<file path="src/rtl/lsu_subword_if.sv">
// lsu_subword_if
//   Bundles the request/response handshake and the word-wide memory port of
//   the sub-word load/store unit.
//
//   Handshake: a request transfers on a rising clock edge where req_valid and
//   req_ready are both high. The requester holds the req_* fields stable while
//   req_valid is high. rsp_valid is a single-cycle pulse with no backpressure.
//   rsp_rdata and rsp_err are meaningful only while rsp_valid is high.
//
//   Ports (signals):
//     req_valid/req_ready/req_we/req_funct3/req_addr/req_wdata : request
//     rsp_valid/rsp_rdata/rsp_err                               : response
//     mem_addr/mem_wdata/mem_read/mem_write/mem_rdata           : memory port
//
//   Modports:
//     slave  : the load/store unit
//     master : the pipeline and the memory that surround it
interface lsu_subword_if #(
    parameter int AW = 64,
    parameter int DW = 32
);
    logic          req_valid;
    logic          req_ready;
    logic          req_we;
    logic [2:0]    req_funct3;
    logic [AW-1:0] req_addr;
    logic [DW-1:0] req_wdata;
    logic          rsp_valid;
    logic [DW-1:0] rsp_rdata;
    logic          rsp_err;
    logic [AW-1:0] mem_addr;
    logic [DW-1:0] mem_wdata;
    logic          mem_read;
    logic          mem_write;
    logic [DW-1:0] mem_rdata;

    modport slave (
        input  req_valid, req_we, req_funct3, req_addr, req_wdata, mem_rdata,
        output req_ready, rsp_valid, rsp_rdata, rsp_err,
               mem_addr, mem_wdata, mem_read, mem_write
    );

    modport master (
        output req_valid, req_we, req_funct3, req_addr, req_wdata, mem_rdata,
        input  req_ready, rsp_valid, rsp_rdata, rsp_err,
               mem_addr, mem_wdata, mem_read, mem_write
    );
endinterface

</file>
<file path="src/rtl/lsu_subword.sv">
// lsu_subword
//   Load/store unit placed in front of a word-wide data memory that has no
//   byte enables. Loads read a whole word and extract/extend the addressed
//   byte or halfword. Word stores write directly; byte/halfword stores read the
//   word, merge the new lane and write it back. Misaligned or illegal requests
//   are answered with rsp_err without touching memory.
//
//   Ports:
//     clk      : clock
//     rst_n    : asynchronous active-low reset
//     bus      : lsu_subword_if.slave (request, response and memory port)
//     o_state  : current FSM state, for observation
module lsu_subword #(
    parameter int AW = 64,
    parameter int DW = 32
) (
    input  logic               clk,
    input  logic               rst_n,
    lsu_subword_if.slave       bus,
    output logic [2:0]         o_state
);

    if (DW != 32) begin : g_dw_check
        $error("lsu_subword supports only DW = 32");
    end

    typedef enum logic [2:0] {
        S_IDLE    = 3'd0,
        S_LD_RD   = 3'd1,
        S_LD_DATA = 3'd2,
        S_ST_WR   = 3'd3,
        S_RMW_RD  = 3'd4,
        S_RMW_WR  = 3'd5,
        S_RESP    = 3'd6,
        S_ERR     = 3'd7
    } state_t;

    state_t        r_state;
    logic [2:0]    r_funct3;
    logic [AW-1:0] r_addr;
    logic [DW-1:0] r_wdata;

    logic          w_accept;
    logic          w_err;
    state_t        w_accept_state;
    logic [7:0]    w_byte;
    logic [15:0]   w_half;
    logic [DW-1:0] w_load;
    logic [DW-1:0] w_merge;

    assign w_accept = bus.req_valid && (r_state == S_IDLE);

    // Legality of the incoming request. BU/HU exist only as loads.
    always_comb begin
        w_err = 1'b0;
        case (bus.req_funct3)
            3'b000:  w_err = 1'b0;
            3'b001:  w_err = bus.req_addr[0];
            3'b010:  w_err = (bus.req_addr[1:0] != 2'b00);
            3'b100:  w_err = bus.req_we;
            3'b101:  w_err = bus.req_we | bus.req_addr[0];
            default: w_err = 1'b1;
        endcase
    end

    always_comb begin
        w_accept_state = S_IDLE;
        if (w_err)
            w_accept_state = S_ERR;
        else if (!bus.req_we)
            w_accept_state = S_LD_RD;
        else if (bus.req_funct3 == 3'b010)
            w_accept_state = S_ST_WR;
        else
            w_accept_state = S_RMW_RD;
    end

    always_ff @(posedge clk or negedge rst_n) begin
        if (!rst_n) begin
            r_state  <= S_IDLE;
            r_funct3 <= '0;
            r_addr   <= '0;
            r_wdata  <= '0;
        end else begin
            case (r_state)
                S_IDLE: begin
                    if (w_accept) begin
                        r_funct3 <= bus.req_funct3;
                        r_addr   <= bus.req_addr;
                        r_wdata  <= bus.req_wdata;
                        r_state  <= w_accept_state;
                    end
                end
                S_LD_RD:   r_state <= S_LD_DATA;
                S_LD_DATA: r_state <= S_IDLE;
                S_ST_WR:   r_state <= S_RESP;
                S_RMW_RD:  r_state <= S_RMW_WR;
                S_RMW_WR:  r_state <= S_RESP;
                S_RESP:    r_state <= S_IDLE;
                S_ERR:     r_state <= S_IDLE;
                default:   r_state <= S_IDLE;
            endcase
        end
    end

    // Lane selection from the word returned by memory.
    always_comb begin
        w_byte = bus.mem_rdata[7:0];
        case (r_addr[1:0])
            2'd0:    w_byte = bus.mem_rdata[7:0];
            2'd1:    w_byte = bus.mem_rdata[15:8];
            2'd2:    w_byte = bus.mem_rdata[23:16];
            default: w_byte = bus.mem_rdata[31:24];
        endcase
    end

    assign w_half = r_addr[1] ? bus.mem_rdata[31:16] : bus.mem_rdata[15:0];

    always_comb begin
        w_load = bus.mem_rdata;
        case (r_funct3)
            3'b000:  w_load = {{24{w_byte[7]}}, w_byte};
            3'b001:  w_load = {{16{w_half[15]}}, w_half};
            3'b100:  w_load = {24'h0, w_byte};
            3'b101:  w_load = {16'h0, w_half};
            default: w_load = bus.mem_rdata;
        endcase
    end

    // Read-modify-write merge: only byte (000) and halfword (001) stores
    // reach RMW_WR, so funct3[0] alone picks the lane size.
    always_comb begin
        w_merge = bus.mem_rdata;
        if (!r_funct3[0]) begin
            case (r_addr[1:0])
                2'd0:    w_merge[7:0]   = r_wdata[7:0];
                2'd1:    w_merge[15:8]  = r_wdata[7:0];
                2'd2:    w_merge[23:16] = r_wdata[7:0];
                default: w_merge[31:24] = r_wdata[7:0];
            endcase
        end else if (r_addr[1]) begin
            w_merge[31:16] = r_wdata[15:0];
        end else begin
            w_merge[15:0] = r_wdata[15:0];
        end
    end

    // All outputs are decoded from the state register so strobes drop the
    // moment reset is asserted.
    assign bus.req_ready = (r_state == S_IDLE);
    assign bus.rsp_valid = (r_state == S_LD_DATA) || (r_state == S_RESP) || (r_state == S_ERR);
    assign bus.rsp_err   = (r_state == S_ERR);
    assign bus.rsp_rdata = (r_state == S_LD_DATA) ? w_load : '0;
    assign bus.mem_read  = (r_state == S_LD_RD) || (r_state == S_RMW_RD);
    assign bus.mem_write = (r_state == S_ST_WR) || (r_state == S_RMW_WR);
    assign bus.mem_addr  = (r_state == S_IDLE) ? '0 : {r_addr[AW-1:2], 2'b00};
    assign bus.mem_wdata = (r_state == S_ST_WR)  ? r_wdata :
                           (r_state == S_RMW_WR) ? w_merge : '0;
    assign o_state       = r_state;

endmodule
</file>
<file path="src/flat_wrapper.sv">
// flat-port wrapper written by rule: the top's interface ports become plain ports
module lsu_subword_flat 
#(
    parameter int AW = 64,
    parameter int DW = 32
)
  (clk, rst_n, o_state, bus_req_valid, bus_req_we, bus_req_funct3, bus_req_addr, bus_req_wdata, bus_mem_rdata, bus_req_ready, bus_rsp_valid, bus_rsp_rdata, bus_rsp_err, bus_mem_addr, bus_mem_wdata, bus_mem_read, bus_mem_write);
  lsu_subword_if #(.AW(AW), .DW(DW)) bus_i ();
  input  logic clk;
  input  logic rst_n;
  output logic [2:0] o_state;
  input wire logic [$bits(bus_i.req_valid)-1:0] bus_req_valid;
  input wire logic [$bits(bus_i.req_we)-1:0] bus_req_we;
  input wire logic [$bits(bus_i.req_funct3)-1:0] bus_req_funct3;
  input wire logic [$bits(bus_i.req_addr)-1:0] bus_req_addr;
  input wire logic [$bits(bus_i.req_wdata)-1:0] bus_req_wdata;
  input wire logic [$bits(bus_i.mem_rdata)-1:0] bus_mem_rdata;
  output wire logic [$bits(bus_i.req_ready)-1:0] bus_req_ready;
  output wire logic [$bits(bus_i.rsp_valid)-1:0] bus_rsp_valid;
  output wire logic [$bits(bus_i.rsp_rdata)-1:0] bus_rsp_rdata;
  output wire logic [$bits(bus_i.rsp_err)-1:0] bus_rsp_err;
  output wire logic [$bits(bus_i.mem_addr)-1:0] bus_mem_addr;
  output wire logic [$bits(bus_i.mem_wdata)-1:0] bus_mem_wdata;
  output wire logic [$bits(bus_i.mem_read)-1:0] bus_mem_read;
  output wire logic [$bits(bus_i.mem_write)-1:0] bus_mem_write;
  assign bus_i.req_valid = bus_req_valid;
  assign bus_i.req_we = bus_req_we;
  assign bus_i.req_funct3 = bus_req_funct3;
  assign bus_i.req_addr = bus_req_addr;
  assign bus_i.req_wdata = bus_req_wdata;
  assign bus_i.mem_rdata = bus_mem_rdata;
  assign bus_req_ready = bus_i.req_ready;
  assign bus_rsp_valid = bus_i.rsp_valid;
  assign bus_rsp_rdata = bus_i.rsp_rdata;
  assign bus_rsp_err = bus_i.rsp_err;
  assign bus_mem_addr = bus_i.mem_addr;
  assign bus_mem_wdata = bus_i.mem_wdata;
  assign bus_mem_read = bus_i.mem_read;
  assign bus_mem_write = bus_i.mem_write;
  lsu_subword #(.AW(AW), .DW(DW)) u_core (.clk(clk), .rst_n(rst_n), .bus(bus_i), .o_state(o_state));
endmodule
</file>
<file path="config.mk">
export PLATFORM = sky130hd
export DESIGN_NAME = lsu_subword_flat
export DESIGN_NICKNAME = d
export VERILOG_FILES = /design/src/rtl/lsu_subword_if.sv /design/src/rtl/lsu_subword.sv /design/src/flat_wrapper.sv
export SDC_FILE = /design/constraint.sdc
export NUM_CORES = 1
export LEC_CHECK = 0
export CAP_MARGIN = 10
export CELL_PAD_IN_SITES_DETAIL_PLACEMENT = 1
export CELL_PAD_IN_SITES_GLOBAL_PLACEMENT = 1
export CORE_MARGIN = 1
export CORE_UTILIZATION = 29
export DETAILED_ROUTE_END_ITERATION = 7
export PLACE_DENSITY_LB_ADDON = 0.12
export SETUP_SLACK_MARGIN = 0.5
export SLEW_MARGIN = 20
export SYNTH_ARGS = -nofsm -noshare
export SYNTH_HDL_FRONTEND = slang
export SYNTH_SLANG_ARGS = --single-unit
</file>
<file path="constraint.sdc">
create_clock -name clk -period 2 [get_ports clk]
set_clock_uncertainty 0.15 [all_clocks]
set_input_delay 0.5 -clock clk [delete_from_list [all_inputs] [get_ports clk]]
set_output_delay 0.5 -clock clk [all_outputs]
set_load 0.02 [all_outputs]
</file>
==> impl_summary.md <==
Run status
The flow ran to the end, but the final reports show violations. The checks that failed: setup timing.

Global route
The wire length of the first global-routing pass is around 45 mm. The number of global-route vias before repair is 7550. Summed over all layers, the global routing overflow is 0. Entering global routing, the biggest net connects 53 pins. The number of antenna violations at the first check in global routing is 1.

The global-route usage over all layers is roughly a quarter.

Routing
The detailed-route wire length per cell is 25.4 um. The total iterations of the first detailed-routing run is 4. The final routed wirelength across all metal layers is about 34 mm.

For this block, the initial DRC count from the detailed router was ~230. The final antenna-violating net count is 0. The number of vias per cell is a little over 5. The post-detailed-route DRC marker count is 0. Across all layers, the routed design uses around 6800 vias.

Setup path
The worst register-to-register path ends at u_core.r_addr[47]. Counting cells, the worst reg-to-reg path comes to 12. The delay contributed by the slowest stage of the critical path is ~0.47 ns. The cell with the largest stage delay on the worst path is dfrtp_2. The data arrival time of the critical path is a little over 2 ns. In this run the critical register-to-register path is launched from u_core.o_state[1]. The startpoint class of the critical path is a flip-flop. The worst path required time is between 1 and 1.5 ns.

In this run the worst path has a maximum fanout of 7. Setup slack on the worst reg-to-reg path comes out at -0.55 ns. The type of element capturing the critical path is an output pin. The critical path is of the reg2out type. Traced cell by cell, the critical path runs through buf_4 -> buf_6 -> nand2_4 -> o22a_1 -> nor2_2 -> o21ai_4 -> clkdlybuf4s15_2. The worst setup path startpoint is u_core.r_addr[1].

Layout
The finished layout holds about 1300 standard cells, fillers aside. The top cell types in the final layout, fill and taps aside, are 178 x buf_6, 122 x clkdlybuf4s50_1, 102 x buf_4, 98 x dfrtp_1, 97 x mux2_4. The net count of the finished layout is about 1200.

The library cell used most frequently in the layout, excluding fill and tap cells, is buf_6. Of the cells placed in the final design, the portion with a size suffix greater than 1 is between 60% and 70%. Relative to the synthesized area, the layout overhead comes to 126%.

Placed design
In this run the tool buffered the top-level ports with ~270 buffer cells. Including well taps, the total number of placed cells is roughly 1200. The final weighted congestion in routability-driven placement is slightly above 0.8. Once detailed placement completed, the half-perimeter wirelength came to between 15 and 20 mm.

Timing
Dividing the final minimum period by the clock period gives 136%. The count of pins over their slew limit came to 0. The tightest hold path in the finished design has a slack of between 0.3 and 0.4 ns. The time the worst path needs with I/O delays and setup is 2.72 ns.

The fmax is 367 MHz. The final number of hold-violating endpoints is 0. Across all setup checks in the final design, the least slack found is -0.724 ns.

Setup repair after global routing could not meet its margin everywhere. Setup violations remaining at the end of the flow were counted as between 200 and 250.

CTS
The number of clock buffers added by TritonCTS is 9. The depth of the CTS H-tree is 3. The clock network latency to the later pin of the worst-skew pair is between 0.3 and 0.4 ns. After clock tree synthesis, the clock-pin slew on the worst setup and hold paths is roughly 0.09 ns. Clock tree synthesis found a total of slightly above 100 sinks.

The deepest clock path buffer count is 2. The root buffer cell is clkbuf_16. The CTS tree is done.

Hold path
The worst hold-check path type is in2reg. The hold path depth is 3. The worst min-delay path endpoint is u_core.r_addr[1].

The hold path startpoint is bus_req_addr[1].

Pwr
In this run the power density over the cells is approximately 1800 nW/um^2. VDD sags by at most between 1 and 1.5 mV. The net switching power figure is approximately 11 mW. The cell internal power dissipation is between 15 and 20 mW. Net switching is 41.1% of the power.

Per report_power, the sequential group accounts for between 10% and 20% of the total. The combinational group share of total power is 76.8%. In this run the static leakage power is about 6.4 nW.

The part of the total power dissipated in the clock network is a little over 7%.

Synthesis
After synthesis, flip-flops and latches occupy 40.1% of the total area. Dividing the synthesized area by the synthesized cell count gives approximately 11 sq um. The synthesized area is roughly 6400 sq um. After synthesis the netlist holds a flip-flop and latch count of about 100.

The post-synthesis cell count is between 500 and 600. The yosys synthesis warning count is 0. The netlist uses 43 different library cells.

Floorplanning
In this run the count of I/O pins placed on the die edge is 271. The floorplan step defined a core boundary enclosing around 21000 sq um. The width of the die is ~150 um.

In this run the core area contains 53 standard-cell rows. The initial cell density of the core is roughly 30%. The area of the die is 22500 sq um. The die is roughly 150 um tall.

Job
The count of max-cap constraint violations is 0.
[registers in the layout (all words and copies together), names as in the netlist]
signal,count
u_core.r_addr,64
u_core.r_wdata,32
u_core.o_state,3
u_core.r_funct3,3
[per-stage QoR]
stage                     TNS, ns  total power [mW]  worst slack, ns  cell area (sq um)  util [%]
after CTS                  -99.05              23.2           -0.699              13300      62.4
after global placement    -109.96              18.5            -1.05              11700      54.9
after global routing      -132.21              27.2           -0.764              14400      67.5
after detailed placement  -112.20              18.8            -1.10              11700      54.9
final                     -119.55              26.2           -0.724              14400      67.5
after floorplan            -29.56              13.5           -0.225               8000         -
[power by group through the flow]
stage / Clock (mW) / Combinational, mW / Sequential [mW]
finish: 1.87 / 20.1 / 4.20
CTS: 1.85 / 17.3 / 4.03
detailed placement: 0 / 14.8 / 4.01
floorplan: 0 / 9.73 / 3.81
global route: 1.97 / 20.9 / 4.30
global placement: 0 / 14.5 / 3.95
[cells by family (layout without fill, tap and decap cells)]
logic type	Yosys count	count (layout)	share of synthesized area, %
XOR/XNOR	1	1	0.138
flip-flops	102	102	40.1
buffers and inverters	52	532	5.80
AO/OA/AOI/OAI	106	106	12.0
AND/OR/NAND/NOR	213	213	17.7
multiplexers	115	115	24.2
other	1	3	0.0589
[worst max-delay path: cells and delay by family (launching register included)]
kind | cells | cell delay, ns
buffers and inverters | 3 | 0.67
DFF | 1 | 0.47
AOI/OAI and AO/OA | 2 | 0.30
and+or+nand+nor | 2 | 0.27
[cells in the mapped netlist, drive strengths merged]
| library cell | count | area share (%) |
|---|---|---|
| or2 | 3 | 0.29 |
| o22ai | 11 | 1.2 |
| nor3b | 2 | 0.24 |
| xnor2 | 1 | 0.14 |
| mux2i | 15 | 2.4 |
| nor2b | 82 | 8.1 |
| a32o | 1 | 0.16 |
| nor3 | 19 | 1.7 |
| o21ai | 22 | 1.7 |
| nand2 | 53 | 3.1 |
| a22oi | 1 | 0.12 |
| and3 | 8 | 0.79 |
| nor4 | 1 | 0.098 |
| and2b | 1 | 0.12 |
| a31o | 1 | 0.14 |
| dfrtp | 102 | 40 |
| a21oi | 20 | 1.8 |
| conb | 1 | 0.059 |
| and2 | 1 | 0.14 |
| a211oi | 2 | 0.24 |
| o22a | 15 | 2.1 |
| nor2 | 27 | 1.6 |
| nand4b | 1 | 0.14 |
| a31oi | 1 | 0.098 |
| o221ai | 19 | 2.6 |
| nand2b | 15 | 1.5 |
| a222oi | 3 | 0.47 |
| o21ba | 1 | 0.16 |
| mux2 | 100 | 22 |
| a22o | 9 | 1.2 |
| inv | 5 | 0.29 |
| clkbuf | 20 | 1.2 |
| buf | 27 | 4.3 |
[layer usage]
metal	up-vias	part of all wire, %	routed length [um]	GRT usage (%)
met5	-	0	0	0
met4	0	2.8	950	9.75
met3	67	6.5	2230	7.03
met2	271	54	18600	49.1
met1	3426	36	12400	28.5
li1	3045	-	-	-
[final cells by class]
cell class                 instances  area (sq um)
inverter                           5          22.5
timing repair buffer             512          5870
clock buffer                      10           239
fill                            1986          6930
tap                              275           344
sequential                       102          2560
antenna                            1          2.50
clock inverter                     5          57.6
multi-input combinational        437          5270
[how the worst max path moves through the flow]
| stage | to | slack, ns | cells after the start |
|---|---|---|---|
| after floorplan | bus_rsp_rdata[30] | -0.22 | 5 |
| after global placement | bus_rsp_rdata[18] | -1.05 | 7 |
| after detailed placement | bus_rsp_rdata[23] | -1.10 | 7 |
| after CTS | bus_rsp_rdata[27] | -0.70 | 7 |
| after global routing | bus_rsp_rdata[22] | -0.76 | 7 |
| final | bus_mem_wdata[24] | -0.72 | 7 |
[timing repair]
action	4_1_cts	5_1_grt
gates resized for setup	766	220
hold endpoints to repair	9	0
buffers inserted	54	38
gates cloned	14	4
hold buffers	1	0
endpoints found under the setup margin	236	235
pin swaps	28	48
Note: power is estimated with default switching activity, not from simulation.
